## src/rtl/jtcps_busgate_pkg.sv

```systemverilog
// Shared definitions for the CPS main-CPU bus-cycle gate: FSM state
// encoding and width/saturation helpers.
package jtcps_busgate_pkg;

   typedef enum logic [1:0] {
      ST_IDLE = 2'd0,
      ST_WAIT = 2'd1,
      ST_ACK  = 2'd2,
      ST_HOLD = 2'd3
   } state_t;

   // Largest value a credit counter of crw bits can hold
   function automatic int unsigned credit_sat(input int unsigned crw);
      return (32'd1 << crw) - 32'd1;
   endfunction

   // Width of a region index; a single region still gets one bit
   function automatic int idx_width(input int ch);
      return (ch > 1) ? $clog2(ch) : 1;
   endfunction

endpackage

```

## src/rtl/jtcps_busgate_if.sv

```systemverilog
// 68000 bus handshake bundle between the CPU side and the bus gate.
interface jtcps_busgate_if
   import jtcps_busgate_pkg::*;
#(
   parameter int CH = 4
) ();
   logic          cen;
   logic          ASn;
   logic [CH-1:0] cs;
   logic [CH-1:0] ok;
   logic          DTACKn;
   logic          BERRn;
   logic          busy;

   modport master (
      output cen, ASn, cs, ok,
      input  DTACKn, BERRn, busy
   );

   modport slave (
      input  cen, ASn, cs, ok,
      output DTACKn, BERRn, busy
   );
endinterface

```

## src/rtl/jtcps_prienc.sv

```systemverilog
// Lowest-index-wins priority encoder with an explicit "nothing set" flag.
module jtcps_prienc
   import jtcps_busgate_pkg::*;
#(
   parameter int CH = 4,
   parameter int IW = idx_width(CH)
) (
   input  logic [CH-1:0] req_i,
   output logic [IW-1:0] idx_o,
   output logic          none_o
);

   // Scan from the top down so the lowest set request is the last writer
   always_comb begin
      idx_o  = '0;
      none_o = 1'b1;
      for (int i = CH - 1; i >= 0; i--) begin
         if (req_i[i]) begin
            idx_o  = IW'(i);
            none_o = 1'b0;
         end
      end
   end

endmodule

```

## src/rtl/jtcps_busgate.sv

```systemverilog
// Multi-region DTACKn/BERRn generator for the CPS main CPU. Each region
// has a fixed wait count and a level-sensitive ready line; cycles spent
// waiting on ready are banked as credit and repaid against later fixed waits.
module jtcps_busgate
   import jtcps_busgate_pkg::*;
#(
   parameter int CH  = 4,
   parameter int WW  = 2,
   parameter int CRW = 4,
   parameter int TOW = 8
) (
   input  logic              clk,
   input  logic              rst,
   jtcps_busgate_if.slave    bus,
   input  logic [CH*WW-1:0]  wait_cfg,
   input  logic              credit_en,
   output logic [CRW-1:0]    credit
);

   localparam int             IW       = idx_width(CH);
   localparam int             MW       = (CRW > WW) ? CRW : WW;
   localparam logic [CRW-1:0] CRED_MAX = CRW'(credit_sat(CRW));

   state_t         state_q,  state_d;
   logic [IW-1:0]  ch_q,     ch_d;
   logic           none_q,   none_d;
   logic [WW-1:0]  wcnt_q,   wcnt_d;
   logic [TOW-1:0] tocnt_q,  tocnt_d;
   logic [CRW-1:0] credit_q, credit_d;
   logic           dtackn_q, dtackn_d;
   logic           berrn_q,  berrn_d;

   logic [IW-1:0]  enc_idx;
   logic           enc_none;
   logic [WW-1:0]  wait_arr [CH];
   logic [WW-1:0]  wait_sel;
   logic [MW-1:0]  cred_ext, wait_ext, rep_ext;

   jtcps_prienc #(
      .CH (CH),
      .IW (IW)
   ) u_prienc (
      .req_i  (bus.cs),
      .idx_o  (enc_idx),
      .none_o (enc_none)
   );

   // Split the flat wait configuration into one entry per region
   for (genvar gi = 0; gi < CH; gi++) begin : g_wait
      assign wait_arr[gi] = wait_cfg[gi*WW +: WW];
   end

   // Repayment is capped by the fixed wait so wcnt never underflows
   assign wait_sel = wait_arr[enc_idx];
   assign cred_ext = MW'(credit_q);
   assign wait_ext = MW'(wait_sel);
   assign rep_ext  = !credit_en ? '0 : ((cred_ext < wait_ext) ? cred_ext : wait_ext);

   // Next-state logic: FSM plus wait, timeout and credit counters, gated by cen
   always_comb begin
      state_d  = state_q;
      ch_d     = ch_q;
      none_d   = none_q;
      wcnt_d   = wcnt_q;
      tocnt_d  = tocnt_q;
      credit_d = credit_q;
      dtackn_d = dtackn_q;
      berrn_d  = berrn_q;
      if (bus.cen) begin
         unique case (state_q)
            ST_IDLE: begin
               if (!bus.ASn) begin
                  ch_d   = enc_idx;
                  none_d = enc_none;
                  if (enc_none) begin
                     state_d  = ST_ACK;
                     dtackn_d = 1'b0;
                  end else begin
                     wcnt_d   = wait_sel - WW'(rep_ext);
                     credit_d = credit_q - CRW'(rep_ext);
                     tocnt_d  = '0;
                     state_d  = ST_WAIT;
                  end
               end
            end
            ST_WAIT: begin
               // An aborted cycle leaves immediately; credit already banked stays
               if (bus.ASn) begin
                  state_d = ST_IDLE;
               end else if (wcnt_q != '0) begin
                  wcnt_d = wcnt_q - WW'(1);
               end else if (bus.ok[ch_q]) begin
                  state_d  = ST_ACK;
                  dtackn_d = 1'b0;
               end else begin
                  tocnt_d = tocnt_q + TOW'(1);
                  if (credit_en && credit_q != CRED_MAX) begin
                     credit_d = credit_q + CRW'(1);
                  end
                  if (tocnt_d == '1) begin
                     state_d = ST_HOLD;
                     berrn_d = 1'b0;
                  end
               end
            end
            ST_ACK: begin
               if (bus.ASn) begin
                  state_d  = ST_IDLE;
                  dtackn_d = 1'b1;
               end
            end
            ST_HOLD: begin
               if (bus.ASn) begin
                  state_d = ST_IDLE;
                  berrn_d = 1'b1;
               end
            end
            default: state_d = ST_IDLE;
         endcase
      end
   end

   // State register; reset wins on any clock edge regardless of cen
   always_ff @(posedge clk) begin
      if (rst) begin
         state_q  <= ST_IDLE;
         ch_q     <= '0;
         none_q   <= 1'b0;
         wcnt_q   <= '0;
         tocnt_q  <= '0;
         credit_q <= '0;
         dtackn_q <= 1'b1;
         berrn_q  <= 1'b1;
      end else begin
         state_q  <= state_d;
         ch_q     <= ch_d;
         none_q   <= none_d;
         wcnt_q   <= wcnt_d;
         tocnt_q  <= tocnt_d;
         credit_q <= credit_d;
         dtackn_q <= dtackn_d;
         berrn_q  <= berrn_d;
      end
   end

   assign bus.DTACKn = dtackn_q;
   assign bus.BERRn  = berrn_q;
   assign bus.busy   = (state_q == ST_WAIT) || (state_q == ST_HOLD);
   assign credit     = credit_q;

endmodule
```

## src/flat_wrapper.sv

```systemverilog
// flat-port wrapper written by rule: the top's interface ports become plain ports
module jtcps_busgate_flat import jtcps_busgate_pkg::*;
#(
   parameter int CH  = 4,
   parameter int WW  = 2,
   parameter int CRW = 4,
   parameter int TOW = 8
)
  (clk, rst, wait_cfg, credit_en, credit, bus_cen, bus_ASn, bus_cs, bus_ok, bus_DTACKn, bus_BERRn, bus_busy);
  jtcps_busgate_if #(.CH(CH)) bus_i ();
  input  logic clk;
  input  logic rst;
  input  logic [CH*WW-1:0] wait_cfg;
  input  logic credit_en;
  output logic [CRW-1:0] credit;
  input wire logic [$bits(bus_i.cen)-1:0] bus_cen;
  input wire logic [$bits(bus_i.ASn)-1:0] bus_ASn;
  input wire logic [$bits(bus_i.cs)-1:0] bus_cs;
  input wire logic [$bits(bus_i.ok)-1:0] bus_ok;
  output wire logic [$bits(bus_i.DTACKn)-1:0] bus_DTACKn;
  output wire logic [$bits(bus_i.BERRn)-1:0] bus_BERRn;
  output wire logic [$bits(bus_i.busy)-1:0] bus_busy;
  assign bus_i.cen = bus_cen;
  assign bus_i.ASn = bus_ASn;
  assign bus_i.cs = bus_cs;
  assign bus_i.ok = bus_ok;
  assign bus_DTACKn = bus_i.DTACKn;
  assign bus_BERRn = bus_i.BERRn;
  assign bus_busy = bus_i.busy;
  jtcps_busgate #(.CH(CH), .WW(WW), .CRW(CRW), .TOW(TOW)) u_core (.clk(clk), .rst(rst), .bus(bus_i), .wait_cfg(wait_cfg), .credit_en(credit_en), .credit(credit));
endmodule
```

## config.mk

```make
export PLATFORM = sky130hd
export DESIGN_NAME = jtcps_busgate_flat
export DESIGN_NICKNAME = d
export VERILOG_FILES = /design/src/rtl/jtcps_busgate_pkg.sv /design/src/rtl/jtcps_busgate_if.sv /design/src/rtl/jtcps_prienc.sv /design/src/rtl/jtcps_busgate.sv /design/src/flat_wrapper.sv
export SDC_FILE = /design/constraint.sdc
export NUM_CORES = 1
export LEC_CHECK = 0
export CAP_MARGIN = 20
export CORE_ASPECT_RATIO = 0.75
export CORE_MARGIN = 8
export CORE_UTILIZATION = 45
export DETAILED_ROUTE_END_ITERATION = 10
export PLACE_DENSITY_LB_ADDON = 0.2
export SLEW_MARGIN = 20
export SYNTH_ARGS = -nofsm -noshare
export SYNTH_HDL_FRONTEND = slang
export SYNTH_SLANG_ARGS = --single-unit
export TNS_END_PERCENT = 100
```

## constraint.sdc

```tcl
create_clock -name clk -period 5 [get_ports clk]
set_input_delay 1.5 -clock clk [delete_from_list [all_inputs] [get_ports clk]]
set_output_delay 1.5 -clock clk [all_outputs]
set_load 0.01 [all_outputs]
```

==> results of run 1 <==
==> placed cells by master, fill, tap and decap left out, types with 4 or more instances in the layout <==
master	instances
nor2_1	30
clkdlybuf4s50_1	27
dfxtp_1	20
a21oi_1	19
nand2_1	12
inv_1	11
o21ai_0	11
ha_1	8
o21ai_1	7
nor2b_1	7
nand3_1	7
or3_1	7
nor3_1	5
mux2i_1	4
buf_4	4
==> kinds of logic after synthesis <==
| family | after synthesis |
|---|---|
| flops | 20 |
| simple gates | 86 |
| compound gates | 51 |
| mux | 7 |
| fa+ha+maj | 9 |
| xor+xnor | 4 |
| buf+inv | 17 |
==> registers in the layout, indices dropped and copies added (netlist names) <==
| name | flops |
|---|---|
| u_core.credit | 4 |
| u_core.wcnt_q | 2 |
| u_core.bus.BERRn | 1 |
| u_core.tocnt_q | 8 |
| u_core.ch_q | 2 |
| u_core.bus.DTACKn | 1 |
| u_core.state_q | 2 |
==> per-stage QoR <==
step / instances / hold slack [ns] / worst slack [ns]
after floorplan: 194 / 0.436 / 0.692
after global placement: 259 / 0.444 / 0.107
after detailed placement: 259 / 0.459 / 0.00779
after CTS: 262 / 0.469 / 0.276
after global routing: 262 / 0.497 / 0.00933
final: 262 / 0.461 / 0.247
==> how the worst max path moves through the flow <==
stage                    from               end  slack [ns]  cells after the start
detailed placement  bus_cs[1]  u_core.credit[3]       0.008                     15
global route        bus_cs[1]  u_core.credit[3]       0.009                     15
floorplan           bus_cs[2]  u_core.credit[3]        0.69                     14
finish              bus_cs[1]  u_core.credit[3]        0.25                     15
CTS                 bus_cs[1]  u_core.credit[3]        0.28                     15
global placement    bus_cs[1]  u_core.credit[3]        0.11                     15
==> routing by layer <==
| metal | up-vias | track usage |
|---|---|---|
| li1 | 752 | - |
| met1 | 703 | 0.184 |
| met2 | 39 | 0.219 |
| met3 | 2 | 0.0421 |
| met4 | 0 | 0.0197 |
| met5 | - | 0 |
==> power groups by stage <==
stage               sequential, uW  combinational, uW  clock, uW
floorplan                      171               55.2          0
global placement               173               87.4          0
detailed placement             174               90.3          0
CTS                            170               90.7        105
global route                   171                101        111
finish                         170               91.4        101
==> final cells by class <==
| class | count | area [um^2] |
|---|---|---|
| fill | 282 | 1360 |
| multi-input combinational | 157 | 1030 |
| sequential | 20 | 400 |
| timing repair buffer | 31 | 300 |
| tap | 40 | 50.0 |
| clock buffer | 3 | 41.3 |
| inverter | 11 | 41.3 |
==> worst max-delay path: stages <==
cell             delay (ns)
clkdlybuf4s50_1        0.53
or4_4                  0.53
nand3_1                0.13
o21ai_0                0.11
a21oi_1                0.16
o21ai_1                0.12
ha_1                   0.30
nand2_1                0.10
inv_1                  0.06
ha_1                   0.26
a21o_1                 0.18
a21oi_1                0.16
nor3_1                 0.06
or3b_1                 0.39
mux2_4                 0.30
==> flow_summary.json, run 1 <==
{
  "status": "finished, final reports clean",
  "antenna_cells": 0,
  "critical_path_class": "input pin to register",
  "wl_per_cell_um": 13.6,
  "drt_wl_total_um": 3560,
  "swShare": 0.277,
  "yosysMostFrequentCell": "nor2_1",
  "synthSimpleGateAreaFrac": 0.305,
  "arrival_ns": 4.89,
  "ir_drop_uv": 196,
  "drive_gt1_frac": 0.0766,
  "drc_errors": 0,
  "power_uw": 362,
  "gr-total-overflow": 0,
  "synthTopCellsByCount": "nor2_1, dfxtp_1, a21oi_1, nand2_1",
  "drt-initial-drc-count": 180,
  "reg2reg_depth": 13,
  "coreArea_um2": 3220,
  "dpl_cell_area_um2": 1820,
  "worst_r2r_endpoint": "u_core.credit[3]",
  "cap_violations": 0,
  "die_y_um": 65.9,
  "initial_core_util": 0.463,
  "min_path_type": "register to register",
  "yosysSeqAreaShare": 0.268,
  "synth_top_family_by_area": "simple AND/OR/NAND/NOR gates",
  "rrSetupSlack_ns": 1.67,
  "post-route-util": 0.578,
  "synthTopCellsByArea": "dfxtp_1, nor2_1, ha_1",
  "fin_crit_sh": 0.951,
  "fp.dieArea_um2": 5430,
  "async_flop_share": 0,
  "fmax_mhz": 210,
  "hp-start": "u_core.bus.DTACKn",
  "synth_edf_count": 0,
  "synth_fp_nets": 224,
  "synth_warnings": 0,
  "cts_tree": "built",
  "slew_viol_final": 0,
  "dieWidth_um": 82.5,
  "ys_types": 45,
  "wl_met3_um": 268,
  "syn_to_final_growth_pct": 24.7,
  "power.internal_uw": 262,
  "first_global_vias": 1364,
  "htree_levels": 1,
  "ctsResizeCount": 0,
  "post_drt_via_cell_ratio": 5.71,
  "hold_path_depth": 2,
  "period_needed_ns": 4.75,
  "numPortBuffers": 27,
  "finClkSkew_ns": 0.00409,
  "first_pass_iters": 4,
  "dr.max_layer_used": "met4",
  "wl_met2_um": 1610,
  "cts.sinks": 20,
  "cellPowerDensity_nw_per_um2": 195,
  "wirelength_met1_um": 1660,
  "synth_seq_cells": 20,
  "ant_nets": 0,
  "synth_compound_area_frac": 0.221,
  "clkTransAtPathRegs_ns": 0.07,
  "synth_top_cell_by_area": "dfxtp_1",
  "finalSetupViolations": 0,
  "stdcell_area_um2": 1860,
  "synth_area_um2": 1490,
  "r2r-start": "u_core.credit[1]",
  "power_frac_clock": 0.278,
  "antenna_found_initial": 0,
  "holdPathEnd": "u_core.bus.DTACKn",
  "place_congestion": 0.838,
  "synth.top_cell.area_share": 0.268,
  "muxShareOfSynthArea": 0.0596,
  "cts_buffers": 3,
  "leakage_uw": 0.000698,
  "yosys.area_share.adder": 0.0805,
  "p_sw_uw": 100,
  "power_frac_comb": 0.253,
  "fin_nets": 254,
  "critPathLaunchType": "input pin",
  "clock_path_buffers": 2,
  "setup_tns_ns": 0,
  "tightestPinTransition_ns": 0.762,
  "cts_setup_buffers": 0,
  "crit_required_ns": 5.14,
  "netlist_instances": 194,
  "hold_viol": 0,
  "rows": 18,
  "endpoint_kind": "register",
  "crit_fanout": 8,
  "ctsRootBufferMaster": "clkbuf_8",
  "grtUsageTotal": 0.139,
  "clk_latency_ns": 0.25,
  "synth-xor-area-share": 0.0235,
  "grt_max_degree": 22,
  "post-dp-hpwl_um": 2890,
  "boundaryPins": 28,
  "grt_pass1_wl_um": 6040,
  "cts_hold_buf": 0,
  "synth_top_flop_cell": "dfxtp_1",
  "avgSynthCellArea_um2": 7.69,
  "slew_headroom": 0.490,
  "num_vias": 1496,
  "rsz0062_at_grt": "no",
  "pwr-share-seq": 0.469
}
Power figures use the tool's default switching activity.
==> run 2: changes to the inputs <==
Settings changed: CORE_MARGIN 8 to 5.
==> flow_summary.json, run 2 (synthesized netlist as in run 1, its figures left out) <==
{
  "status": "finished, final reports clean",
  "setup_slack_ns": 0.223,
  "grtUsageTotal": 0.170,
  "swShare": 0.277,
  "holdWs_ns": 0.467,
  "post-dp-hpwl_um": 2860,
  "ctsResizeCount": 0,
  "drc_errors": 0,
  "fin_nets": 256,
  "rrSetupSlack_ns": 1.62,
  "power_frac_comb": 0.238,
  "cts.sinks": 20,
  "hold_viol": 0,
  "drive_gt1_frac": 0.0889,
  "cts_setup_buffers": 0,
  "worst_r2r_endpoint": "u_core.credit[3]",
  "slew_viol_final": 0,
  "fill_cells": 305,
  "setup_tns_ns": 0,
  "largest_reg_flops": 8,
  "cts_tree": "built",
  "power_frac_clock": 0.323,
  "instances_no_fill": 265,
  "ant_nets": 0,
  "fp.dieArea_um2": 4580,
  "cap_violations": 0,
  "syn_to_final_growth_pct": 26.7,
  "arrival_ns": 4.93,
  "endpoint": "u_core.credit[3]",
  "drt-initial-drc-count": 97,
  "final_common_cell": "nor2_1",
  "antenna_cells": 0,
  "reg2reg_depth": 13,
  "critical_path_class": "input pin to register",
  "first_global_vias": 1449,
  "clk_latency_ns": 0.26,
  "endpoint_kind": "register",
  "crit_required_ns": 5.16,
  "wl_per_cell_um": 13.8,
  "post-place-cells": 261,
  "period_needed_ns": 4.78,
  "top_register": "u_core.tocnt_q",
  "first_pass_iters": 4,
  "cts_buffers": 3,
  "p_sw_uw": 107,
  "rsz0062_at_grt": "no",
  "pwr-share-seq": 0.440,
  "power.internal_uw": 279,
  "rows": 18,
  "num_vias": 1495,
  "coreArea_um2": 3240,
  "fin_crit_sh": 0.955,
  "cellPowerDensity_nw_per_um2": 205,
  "mostFrequentLayoutCells": "nor2_1, clkdlybuf4s50_1, dfxtp_1, a21oi_1, nand2_1",
  "clock_path_buffers": 2,
  "finalSetupViolations": 0,
  "post_drt_via_cell_ratio": 5.64,
  "htree_levels": 1,
  "drt_wl_total_um": 3640,
  "post-route-util": 0.583,
  "r2r-start": "u_core.credit[1]",
  "ir_drop_uv": 157,
  "leakage_uw": 0.000715,
  "critPathLaunch": "bus_cs[1]",
  "die_y_um": 59.9,
  "crit_fanout": 8,
  "initial_core_util": 0.460,
  "boundaryPins": 28,
  "grt_pass1_wl_um": 6270,
  "antenna_found_initial": 0,
  "pre_cts_slack_ns": -0.0310,
  "cts_hold_buf": 0,
  "min_path_type": "register to register",
  "slew_headroom": 0.462,
  "tightestPinTransition_ns": 0.804,
  "ctsRootBufferMaster": "clkbuf_8",
  "place_congestion": 0.882,
  "fmax_mhz": 209,
  "clkTransAtPathRegs_ns": 0.07,
  "grt_max_degree": 22,
  "dieWidth_um": 76.5,
  "gr-total-overflow": 0,
  "critPathLaunchType": "input pin",
  "finClkSkew_ns": 0.00180,
  "numPortBuffers": 27
}
run 2: critical path, cell delays in order:
cell and delay [ns]:
clkdlybuf4s50_1 0.62, or4_4 0.19, nand3_1 0.10, or3_1 0.37
a21boi_0 0.19, o21ai_1 0.12, ha_1 0.31, nand2_1 0.10
inv_1 0.05, ha_1 0.27, a21o_1 0.17, a21oi_1 0.17
nor3_1 0.06, or3b_1 0.40, mux2_4 0.30
run 2: how the worst min path moves through the flow:
stage                                start                to  slack [ns]  cells past startpoint
after floorplan           u_core.wcnt_q[1]  u_core.wcnt_q[1]        0.44                      2
after global placement    u_core.wcnt_q[1]  u_core.wcnt_q[1]        0.44                      2
after detailed placement  u_core.wcnt_q[1]  u_core.wcnt_q[1]        0.45                      2
after CTS                 u_core.wcnt_q[1]  u_core.wcnt_q[1]        0.47                      2
after global routing      u_core.wcnt_q[1]  u_core.wcnt_q[1]        0.48                      2
final                     u_core.wcnt_q[1]  u_core.wcnt_q[1]        0.47                      2
run 2: stage by stage:
step	area (um^2)	total power, uW
floorplan	1490	226
global placement	1830	262
detailed placement	1830	265
CTS	1890	390
global route	1890	408
finish	1890	386
run 2: routing by layer:
layer | track usage | share of wire | routed length (um) | up-vias
li1 | - | - | - | 758
met1 | 0.207 | 0.48 | 1750 | 703
met2 | 0.298 | 0.47 | 1700 | 30
met3 | 0.0437 | 0.043 | 157 | 4
met4 | 0.0549 | 0.011 | 40 | 0
met5 | 0 | 0 | 0 | -
run 2: cell type report:
| cell class | count | area (um^2) | share of cell area |
|---|---|---|---|
| timing repair buffer | 33 | 315 | 0.167 |
| multi-input combinational | 157 | 1030 | 0.544 |
| inverter | 11 | 41.3 | 0.0219 |
| tap | 40 | 50.0 | 0.0265 |
| sequential | 20 | 400 | 0.212 |
| clock buffer | 4 | 55.1 | 0.0291 |
run 2: power by group through the flow:
stage               registers, uW  clock network [uW]  logic, uW
floorplan                     171                   0       55.2
global placement              173                   0       88.4
detailed placement            174                   0       91.4
CTS                           170                 128       92.4
global route                  171                 136        101
finish                        170                 125       91.8
